==> config.mk <==
export PLATFORM = sky130hd
export DESIGN_NAME = dino_game_engine
export DESIGN_NICKNAME = d
export VERILOG_FILES = /design/src/rtl/dino_game_engine.sv
export SDC_FILE = /design/constraint.sdc
export NUM_CORES = 1
export LEC_CHECK = 0
export BUFFER_PORTS_ARGS = -buffer_cell sky130_fd_sc_hd__buf_2
export CORE_ASPECT_RATIO = 0.6
export CORE_MARGIN = 4
export CORE_UTILIZATION = 56
export DETAILED_ROUTE_END_ITERATION = 8
export HOLD_SLACK_MARGIN = 0.06
export PLACE_DENSITY = 0.89
export SLEW_MARGIN = 20
export SYNTH_ARGS = -nofsm -noshare
export SYNTH_HDL_FRONTEND = slang
export SYNTH_SLANG_ARGS = --single-unit
==> constraint.sdc <==
create_clock -name clk -period 8.7 [get_ports clk]
set_clock_uncertainty 0.15 [all_clocks]
set_input_delay 0.87 -clock clk [delete_from_list [all_inputs] [get_ports clk]]
set_output_delay 0.87 -clock clk [all_outputs]
set_load 0.005 [all_outputs]
==> src/rtl/dino_game_engine.sv <==
// dino_game_engine: per-frame dino jump / obstacle scroll / score engine.
// In: clk, reset(async low), screen_ready, collision_detected, jump_btn. Out: positions, score, game_over, running.
module dino_game_engine #(
  parameter int DINO_X       = 100,
  parameter int GROUND_Y     = 320,
  parameter int OBST_START_X = 680,
  parameter int JUMP_VEL     = 16,
  parameter int GRAVITY      = 1,
  parameter int SPEED_INIT   = 4,
  parameter int SPEED_STEP   = 8,
  parameter int SPEED_MAX    = 12
) (
  input  logic        clk,
  input  logic        reset,
  input  logic        screen_ready,
  input  logic        collision_detected,
  input  logic        jump_btn,
  output logic [31:0] x_coor,
  output logic [31:0] y_coor,
  output logic [31:0] x_coor_obstacle,
  output logic [31:0] y_coor_obstacle,
  output logic [15:0] score,
  output logic        game_over,
  output logic        running
);

  typedef enum logic [1:0] {
    S_IDLE,
    S_RUN,
    S_OVER
  } state_e;

  localparam logic signed [12:0] GND13 = 13'(GROUND_Y);

  state_e             state_q, state_d;
  logic [11:0]        y_q, y_d;
  logic [11:0]        xo_q, xo_d;
  logic signed [7:0]  vel_q, vel_d;
  logic               air_q, air_d;
  logic [3:0]         speed_q, speed_d;
  logic [15:0]        score_q, score_d;
  logic               jreq_q, jreq_d;
  logic               sr_q;
  logic               js1_q, js2_q, js3_q;

  logic               tick;
  logic               jedge;
  logic               jump_now;
  logic signed [12:0] y_next;
  logic [15:0]        score_inc;

  assign tick      = screen_ready & ~sr_q;
  assign jedge     = js2_q & ~js3_q;
  // An edge arriving on the tick clock is used by that tick.
  assign jump_now  = jreq_q | jedge;
  assign y_next    = $signed({1'b0, y_q}) - {{5{vel_q[7]}}, vel_q};
  assign score_inc = score_q + 16'd1;

  always_comb begin
    state_d = state_q;
    y_d     = y_q;
    xo_d    = xo_q;
    vel_d   = vel_q;
    air_d   = air_q;
    speed_d = speed_q;
    score_d = score_q;
    jreq_d  = jreq_q | jedge;
    if (tick) jreq_d = 1'b0;
    unique case (state_q)
      S_IDLE: begin
        jreq_d = 1'b0;
        if (jedge) state_d = S_RUN;
      end
      S_RUN: begin
        if (tick) begin
          if (collision_detected) begin
            state_d = S_OVER;
          end else begin
            if (!air_q && jump_now) begin
              air_d = 1'b1;
              y_d   = y_q - 12'(JUMP_VEL);
              vel_d = 8'(JUMP_VEL - GRAVITY);
            end else if (air_q) begin
              if (y_next >= GND13) begin
                y_d   = 12'(GROUND_Y);
                vel_d = '0;
                air_d = 1'b0;
              end else begin
                y_d   = y_next[11:0];
                vel_d = vel_q - 8'(GRAVITY);
              end
            end
            if (xo_q <= {8'd0, speed_q}) begin
              xo_d    = 12'(OBST_START_X);
              score_d = score_inc;
              if (score_inc != 16'd0 &&
                  (score_inc % 16'(SPEED_STEP)) == 16'd0) begin
                if (speed_q >= 4'(SPEED_MAX))
                  speed_d = 4'(SPEED_MAX);
                else
                  speed_d = speed_q + 4'd1;
              end
            end else begin
              xo_d = xo_q - {8'd0, speed_q};
            end
          end
        end
      end
      S_OVER: begin
        jreq_d = 1'b0;
        if (jedge) begin
          y_d     = 12'(GROUND_Y);
          xo_d    = 12'(OBST_START_X);
          vel_d   = '0;
          air_d   = 1'b0;
          speed_d = 4'(SPEED_INIT);
          score_d = '0;
          state_d = S_RUN;
        end
      end
      default: state_d = S_IDLE;
    endcase
  end

  always_ff @(posedge clk or negedge reset) begin
    if (!reset) begin
      state_q <= S_IDLE;
      y_q     <= 12'(GROUND_Y);
      xo_q    <= 12'(OBST_START_X);
      vel_q   <= '0;
      air_q   <= 1'b0;
      speed_q <= 4'(SPEED_INIT);
      score_q <= '0;
      jreq_q  <= 1'b0;
      sr_q    <= 1'b0;
      js1_q   <= 1'b0;
      js2_q   <= 1'b0;
      js3_q   <= 1'b0;
    end else begin
      state_q <= state_d;
      y_q     <= y_d;
      xo_q    <= xo_d;
      vel_q   <= vel_d;
      air_q   <= air_d;
      speed_q <= speed_d;
      score_q <= score_d;
      jreq_q  <= jreq_d;
      sr_q    <= screen_ready;
      js1_q   <= jump_btn;
      js2_q   <= js1_q;
      js3_q   <= js2_q;
    end
  end

  assign x_coor          = 32'(DINO_X);
  assign y_coor          = {20'd0, y_q};
  assign x_coor_obstacle = {20'd0, xo_q};
  assign y_coor_obstacle = 32'(GROUND_Y);
  assign score           = score_q;
  assign game_over       = (state_q == S_OVER);
  assign running         = (state_q == S_RUN);

endmodule

==> results.yml, run 1 <==
outcome:
  outcome: "finished clean"
timing:
  fmax_mhz: 275.8
  timing.final.max_slew_violations: 0
  slew_headroom_pct: 39.77
  hold_violations: 0
  period_share_pct: 41.68
  fin_ws_ns: 5.074
  finalSetupTns_ns: 0
  grt_setup_unrepaired: "no"
  worst_pin_slew_ns: 0.9001
  setup_viol: 0
  period_minus_slack_ns: 3.626
final_layout:
  drive_gt1_share_pct: 14.24
  layout.area.seq_um2: 1510
  areaGrowthSynthToFinish_pct: 4.159
  multiInputGateArea_um2: 2731
  post-route-util_pct: 61.50
  layout_commonest_cell: "conb_1"
  fin_nets: 641
  diodes: 0
  final_cell_mix: "conb_1 (104), nand2_1 (57), dfrtp_1 (53), buf_2 (46), nor2_1 (41)"
  nFillCells: 666
setup_path:
  required_ns: 8.76
  cp-start-kind: "flip-flop"
  reg2reg_setup_slack_ns: 5.07
  timing_worst_setup_path_type: "flip-flop to flip-flop"
  cp_max_fo: 20
  worstPathArrival_ns: 3.69
  crit_path_end_kind: "flip-flop"
global_route:
  grt_pass1_vias: 3538
  grt-ovfl-total: 0
  grt_max_degree: 61
  antenna_found_initial: 0
  grt_pass1_wl_um: 17800
  grt_util_all_layers_pct: 21.74
min_path:
  hp-class: "flip-flop to flip-flop"
floorplanning:
  rows: 25
  ioPinCount: 151
  dieArea_um2: 10130
  core-area_um2: 8102
  die_h_um: 79.59
  die_x_um: 127.3
  initial_core_util_pct: 59.04
place:
  gp_congestion: 0.9058
  io_buffers: 46
  dp_slack_ns: 5.272
  dp_hpwl_um: 8468
logic_synthesis:
  post_synth_instance_area_um2: 4783
  synth-edff-count: 0
  yosysTopAreaCell: "dfrtp_1"
  yosys_warnings: 0
  synth.top_cells.by_area: "dfrtp_1 (28%), buf_4 (16%), ha_1 (5.5%)"
  yosys_register_bits: 60
  synth_top_area_share_pct: 27.73
  avgSynthCellArea_um2: 8.451
  yosys_most_used_dff: "dfrtp_1"
  yosysSeqAreaShare_pct: 31.57
  netlist_instances: 566
  synthArstFlopShare_pct: 100.0
  yosysUniqueCellTypes: 65
clock_tree:
  root_buffer: "clkbuf_16"
  cts_tree: "done"
  cts-resized-gates: 0
  clk_latency_ns: 0.33
  clkTransAtPathRegs_ns: 0.05
  htreeDepth: 3
  post-cts-setup-buffer-count: 0
  clkSinkCount: 60
  clockBufferDepth: 2
  ctsHoldBuffers: 0
  cts_buffers: 9
detailed_routing:
  firstDrtPassIters: 5
  drc: 0
  finalWirelength_um: 11370
  vias_per_cell: 5.587
  wire_per_inst_um: 15.66
  via_count: 4056
  dr.first_iter.drc_count: 580
  postRouteAntennaNets: 0
power_and_ir_drop:
  p_per_area_nw_per_um2: 329.8
  total_leakage_power_nw: 2.505
  vdd_drop_max_v: 0.0001235
flow_run:
  cap_violations: 0
## synth_stat cells, types with 3 or more instances
cell type	n
dfstp_2	7
o21ai_1	11
xor2_1	9
ha_1	21
inv_1	26
o31ai_1	7
a221o_1	4
o21ai_0	35
or3_1	5
dfrtp_1	53
buf_4	104
nand2b_1	7
nor2_1	42
nor4_1	4
clkbuf_1	5
xnor2_1	12
nand4_1	9
buf_2	6
and3_1	12
a21oi_1	20
nand3_1	12
nand2_1	57
a21o_1	5
a22o_1	6
and4_1	3
o22ai_1	5
o221ai_1	3
o211ai_1	4
nor3_1	18
nor2b_1	6
a211o_1	3
## per-layer routing
layer,vias to the layer above,GRT usage (%),wire length [um]
met1,1929,31.09,4892
met4,0,6.210,187
met2,235,32.90,5084
met5,-,0,0
li1,1870,-,-
met3,22,5.013,1203
## logic make-up after synthesis
family	Yosys count	share of synthesized area, %
fa+ha+maj	23	6.330
compound gates	122	17.13
buf+inv	141	19.38
mux	3	0.7846
flops	60	31.57
other cells	2	0.1570
xor+xnor	21	3.845
simple gates	194	20.80
## worst max-delay path: stages (launching register included)
cell	delay, ns
dfrtp_1	0.42
ha_1	0.20
inv_1	0.06
fa_1	0.41
a21oi_1	0.19
o21bai_1	0.13
a2111oi_1	0.47
buf_4	0.27
nand2_1	0.40
nand2_1	0.32
nand2_1	0.16
mux2_2	0.30
## power by group
part / leakage [nW] / switching, mW / internal [mW] / total, mW
clock network: 0.127 / 0.122 / 0.191 / 0.313
logic: 1.61 / 0.508 / 0.363 / 0.871
registers: 0.766 / 0.0936 / 0.366 / 0.459
## area by class of cell
cell class	instances	area share (%)
Clock inverter	3	0.3014
Tap cell	108	2.712
Clock buffer	13	4.822
Multi-Input combinational cell	467	54.82
Sequential cell	60	30.31
Inverter	26	1.959
Timing Repair Buffer	49	5.073
## final timing paths
check,end,start,cells after the start
setup reg to reg,speed_q[0],speed_q[0],11
setup / recovery,speed_q[0],speed_q[0],11
max in group asynchronous,xo_q[8],reset,2
min in group asynchronous,score[5],reset,2
hold reg to reg,js2_q,js1_q,0
hold / removal,js2_q,js1_q,0
## stage by stage
stage	cells	hold slack, ns	area, um2	total power [mW]
global placement	710	0.1828	4725	1.268
floorplan	668	0.1812	5166	1.111
global route	726	0.2105	4982	1.758
CTS	726	0.2006	4980	1.627
finish	726	0.2000	4982	1.643
detailed placement	710	0.1894	4725	1.301
## state kept, by name, summed over array words and instances, names as in the netlist
| signal | flops |
|---|---|
| score | 16 |
| xo_q | 12 |
| y_q | 12 |
| vel_q | 8 |
| speed_q | 4 |
| state_q | 2 |
| air_q | 1 |
| jreq_q | 1 |
| js1_q | 1 |
| js2_q | 1 |
| js3_q | 1 |
| sr_q | 1 |
(Power assumes the default switching activity.)
==> run 2: changes to the inputs <==
ABC_AREA = 1   (was unset)
CORE_UTILIZATION = 48   (was 56)
PLACE_DENSITY = 0.8   (was 0.89)
clock period = 3.02 ns   (was 8.7 ns; I/O delays follow)
==> results.yml, run 2 <==
outcome:
  outcome: "finished clean"
clock_tree:
  root_buffer: "clkbuf_16"
  clkTransAtPathRegs_ns: 0.05
  cts_tree: "done"
  post-cts-setup-buffer-count: 0
  clockBufferDepth: 2
  cts_buffers: 9
  htreeDepth: 3
  clkSinkCount: 60
  ctsHoldBuffers: 3
  cts-resized-gates: 0
  clk_latency_ns: 0.33
setup_path:
  timing_worst_setup_path_type: "flip-flop to flip-flop"
  r2r_start: "y_q[0]"
  reg2regPathDepth: 15
  required_ns: 3.11
  reg2reg_setup_slack_ns: 0.28
  worstPathArrival_ns: 2.84
  crit_path_end_kind: "flip-flop"
  r2r-end: "vel_q[7]"
  cp_max_fo: 14
  cp-start-kind: "flip-flop"
logic_synthesis:
  synth_compound_area_share_pct: 8.177
  synth_top_family_by_area: "simple AND/OR/NAND/NOR gates"
  yosysMostFrequentCell: "nand2_1"
  avgSynthCellArea_um2: 7.137
  yosys_most_used_dff: "dfrtp_1"
  synth-edff-count: 0
  yosysTopAreaCell: "dfrtp_1"
  netlist_instances: 699
  yosysUniqueCellTypes: 41
  synthXorXnorAreaFrac_pct: 4.038
  synth_top_cells_by_count: "nand2_1 (193), buf_4 (105), inv_1 (75)"
  synthAdderAreaFrac_pct: 6.070
  post_synth_instance_area_um2: 4989
  synth_top_area_share_pct: 26.59
  synth_simple_gate_area_share_pct: 28.32
  yosys_register_bits: 60
  synthArstFlopShare_pct: 100.0
  synth.mux.area_fraction_pct: 0
  yosys_warnings: 0
  synth.top_cells.by_area: "dfrtp_1 (27%), buf_4 (16%), nand2_1 (15%)"
  yosysSeqAreaShare_pct: 30.27
global_route:
  grt_max_degree: 61
  grt_pass1_wl_um: 19090
  grt_util_all_layers_pct: 19.85
  grt_pass1_vias: 3719
  grt-ovfl-total: 0
  antenna_found_initial: 0
place:
  io_buffers: 46
  dp_cells: 876
  dp_slack_ns: 0.3733
  dp_hpwl_um: 9392
  gp_congestion: 0.9765
  place_area_um2: 4989
floorplanning:
  dieArea_um2: 12140
  die_x_um: 139.6
  rows: 28
  initial_core_util_pct: 49.96
  die_h_um: 86.97
  core-area_um2: 9985
  ioPinCount: 151
min_path:
  hp-class: "input pin to flip-flop"
  min_from: "collision_detected"
  whs_endpoint: "state_q[1]"
  hold_depth: 2
power_and_ir_drop:
  p_per_area_nw_per_um2: 1223
  p_total_mw: 6.496
  vdd_drop_max_v: 0.0006177
  total_leakage_power_nw: 2.919
final_layout:
  largest_register_ff_count: 16
  final_cell_mix: "nand2_1 (193), conb_1 (104), inv_1 (75), dfrtp_1 (53), nor2_1 (52)"
  drive_gt1_share_pct: 13.44
  diodes: 0
  areaGrowthSynthToFinish_pct: 6.521
  multiInputGateArea_um2: 2715
  layout_commonest_cell: "nand2_1"
  post-route-util_pct: 53.22
  layout.area.seq_um2: 1510
  fin_nets: 783
  final_area_um2: 5314
  final_cells: 894
  nFillCells: 978
timing:
  timing.final.max_slew_violations: 0
  period_minus_slack_ns: 2.744
  finalSetupTns_ns: 0
  worst_pin_slew_ns: 0.7594
  slew_headroom_pct: 49.37
  period_share_pct: 90.85
  setup_viol: 0
  hold_violations: 0
  grt_setup_unrepaired: "no"
  fmax_mhz: 364.5
  fin_ws_ns: 0.2763
  holdWs_ns: 0.08339
detailed_routing:
  firstDrtPassIters: 5
  finalWirelength_um: 11980
  via_count: 4257
  dr.first_iter.drc_count: 369
  wire_per_inst_um: 13.40
  vias_per_cell: 4.762
  postRouteAntennaNets: 0
  drc: 0
flow_run:
  cap_violations: 0
## run 2: cell families after synthesis
| group | Yosys count |
|---|---|
| simple gates | 326 |
| buf+inv | 197 |
| compound gates | 68 |
| flops | 60 |
| xor+xnor | 23 |
| fa+ha+maj | 23 |
| other cells | 2 |
## run 2: worst max-delay path: stages (launching register included)
cell	delay (ns)
dfrtp_1	0.37
inv_1	0.08
ha_1	0.15
inv_1	0.07
fa_1	0.44
nand2_1	0.09
nand3_1	0.11
nand3_1	0.13
nand3b_1	0.09
nand2_1	0.11
nand2_1	0.06
nand2_1	0.06
nand3_1	0.09
nand2_2	0.22
nand2_1	0.25
o22ai_1	0.20
## run 2: worst max path at each step
stage | from | endpoint | slack (ns) | cells after the start
after floorplan | y_q[0] | vel_q[0] | 0.71 | 19
after global routing | y_q[0] | vel_q[7] | 0.07 | 15
after CTS | y_q[0] | vel_q[7] | 0.33 | 15
after detailed placement | y_q[0] | vel_q[7] | 0.37 | 15
after global placement | xo_q[0] | speed_q[3] | 0.41 | 14
final | y_q[0] | vel_q[7] | 0.28 | 15
## run 2: report_power, final
| group | total (mW) | leakage [nW] | internal [mW] | switching, mW |
|---|---|---|---|---|
| Sequential | 1.54 | 0.747 | 1.16 | 0.388 |
| Combinational | 3.93 | 2.03 | 1.41 | 2.52 |
| Clock | 1.02 | 0.146 | 0.677 | 0.347 |
| Total | 6.50 | 2.92 | 3.24 | 3.25 |
## run 2: final cells by class
| class | instances | share of cell area [%] |
|---|---|---|
| multi-input cells | 544 | 51.09 |
| well taps | 135 | 3.179 |
| clock inverters | 2 | 0.6593 |
| clock buffers | 13 | 4.898 |
| flip-flops and latches | 60 | 28.42 |
| inverters | 87 | 6.287 |
| repair buffers | 53 | 5.463 |
## run 2: metal layers
layer	vias to the layer above	part of all wire, %	wire length [um]	GRT usage, %
met1	1943	54	6446	33.24
met2	189	36	4285	23.31
li1	2118	-	-	-
met3	7	9.7	1167	5.815
met5	-	0	0	0
met4	0	0.66	79	5.189
==> run 3: changes to the inputs <==
ABC_AREA = unset   (was 1)
CORE_ASPECT_RATIO = unset   (was 0.6)
CORE_UTILIZATION = 47   (was 48)
PLACE_DENSITY = 0.79   (was 0.8)
==> results.yml, run 3 (synthesis results as in run 1) <==
setup_path:
  crit_family: "compound AO/OA/AOI/OAI gates"
  cp_max_fo: 5
  cp_slowest_stage_delay_ns: 0.39
  crit_chain: "inv_1 > ha_2 > inv_2 > fa_2 > a211oi_4 > o21ai_4 > nor3_2 > nor3_2 > a211o_1 > o31ai_4 > buf_2 > nand4_1 > o21ai_1"
  timing_worst_setup_path_type: "flip-flop to flip-flop"
  crit_path_end_kind: "flip-flop"
  crit_top_cell: "nor3_2"
  cp-start-kind: "flip-flop"
  critPathSlowestCell: "dfrtp_1"
  worstPathArrival_ns: 3.12
  critPathBufInv: 3
  required_ns: 3.15
detailed_routing:
  postRouteAntennaNets: 0
  finalWirelength_um: 11450
  vias_per_cell: 5.330
  wire_per_inst_um: 14.72
  dr.first_iter.drc_count: 292
  via_count: 4147
  drc: 0
  firstDrtPassIters: 5
timing:
  period_share_pct: 98.93
  fin_ws_ns: 0.03218
  setup_viol: 0
  period_minus_slack_ns: 2.988
  hold_violations: 0
  worst_pin_slew_ns: 0.8643
  slew_headroom_pct: 42.17
  timing.final.max_slew_violations: 0
  fmax_mhz: 334.7
  finalSetupTns_ns: 0
  grt_setup_unrepaired: "yes"
clock_tree:
  cts_tree: "done"
  clockBufferDepth: 2
  htreeDepth: 3
  clkSinkCount: 60
  clk_latency_ns: 0.35
  clkTransAtPathRegs_ns: 0.07
  root_buffer: "clkbuf_8"
  cts_buffers: 9
floorplanning:
  ioPinCount: 151
  initial_core_util_pct: 48.49
  die_x_um: 108.9
  rows: 36
  dieArea_um2: 11850
  die_h_um: 108.9
  core-area_um2: 9864
global_route:
  grt_pass1_wl_um: 17920
  grt-ovfl-total: 0
  grt_max_degree: 23
  grt_util_all_layers_pct: 18.89
  antenna_found_initial: 0
  grt_pass1_vias: 3824
place:
  dp_slack_ns: 0.03390
  dp_hpwl_um: 8429
  place_area_um2: 4906
  io_buffers: 46
  gp_congestion: 0.8919
power_and_ir_drop:
  total_leakage_power_nw: 2.616
  p_per_area_nw_per_um2: 951.6
  vdd_drop_max_v: 0.0004336
min_path:
  hp-class: "input pin to flip-flop"
final_layout:
  largest_register_ff_count: 16
  areaGrowthSynthToFinish_pct: 9.914
  fin_nets: 668
  final_cell_mix: "conb_1 (104), nand2_1 (56), dfrtp_1 (53), buf_2 (47), nor2_1 (41)"
  drive_gt1_share_pct: 20.31
  final_area_um2: 5258
  post-route-util_pct: 53.30
  diodes: 0
  layout_commonest_cell: "conb_1"
outcome:
  outcome: "finished clean"
flow_run:
  cap_violations: 0
==> run 3: cell types whose count changed in the layout (fill, tap and decap cells not counted), sizes merged, moves of 21 or more <==
cell | before | now
nor2 | 64 | 43
nand2 | 198 | 57
nand3 | 36 | 14
o21ai | 22 | 46
buf | 50 | 73
inv | 83 | 27
==> run 3: power by group <==
group	leakage [nW]	switching (mW)	internal, mW	total [mW]
sequential	0.766	0.237	1.05	1.29
combinational	1.75	1.64	1.32	2.97
clock	0.0958	0.366	0.385	0.750
total	2.62	2.25	2.76	5.00
==> run 3: cell type report <==
cell class | instances | area [um2]
Tap cell | 133 | 166.4
Inverter | 26 | 97.59
Fill cell | 870 | 4607
Sequential cell | 60 | 1510
Timing Repair Buffer | 76 | 464.2
Multi-Input combinational cell | 467 | 2819
Clock inverter | 7 | 76.32
Clock buffer | 9 | 123.9
==> run 3: worst register-to-register path: cells and delay by family, from the launching register on <==
| kind | cells | cell delay [ns] |
|---|---|---|
| fa+ha+maj | 2 | 0.54 |
| simple gates | 3 | 0.40 |
| flops | 1 | 0.39 |
| compound gates | 5 | 1.09 |
| buf+inv | 3 | 0.34 |
==> run 3: path summary, 6_finish.rpt <==
kind | startpoint | to | slack (ns) | cells after the start
min in group asynchronous | reset | score[7] | 0.29 | 2
min | collision_detected | state_q[1] | 0.13 | 3
max reg2reg | y_q[0] | vel_q[5] | 0.03 | 13
max in group asynchronous | reset | y_q[8] | 1.70 | 3
max | y_q[0] | vel_q[5] | 0.03 | 13
min reg2reg | js1_q | js2_q | 0.20 | 0
==> run 3: through the flow <==
stage	instances	power (mW)	hold slack [ns]
floorplan	668	3.199	-0.1436
global placement	755	3.856	0.1278
detailed placement	755	3.971	0.1317
CTS	776	4.743	0.1251
global route	778	5.370	0.1457
finish	778	5.003	0.1347
==> run 3: per-layer routing <==
layer  share of wire (%)  wire, um  vias up  GRT usage [%]
met5                   0         0        -              0
met4                 2.9       329        0          7.935
met3                 8.2       942       29          4.144
met2                  48      5518      231          31.10
met1                  41      4662     1959          23.90
li1                    -         -     1928              -
==> run 3: repair_timing <==
item / CTS / global route
hold buffers: 3 / 0
setup buffers: 2 / 1
endpoints found under the hold margin: 20 / 0
resized for setup: 0 / 21
gates cloned: 0 / 1
pin swaps: 0 / 6
endpoints found under the setup margin: 1 / 26
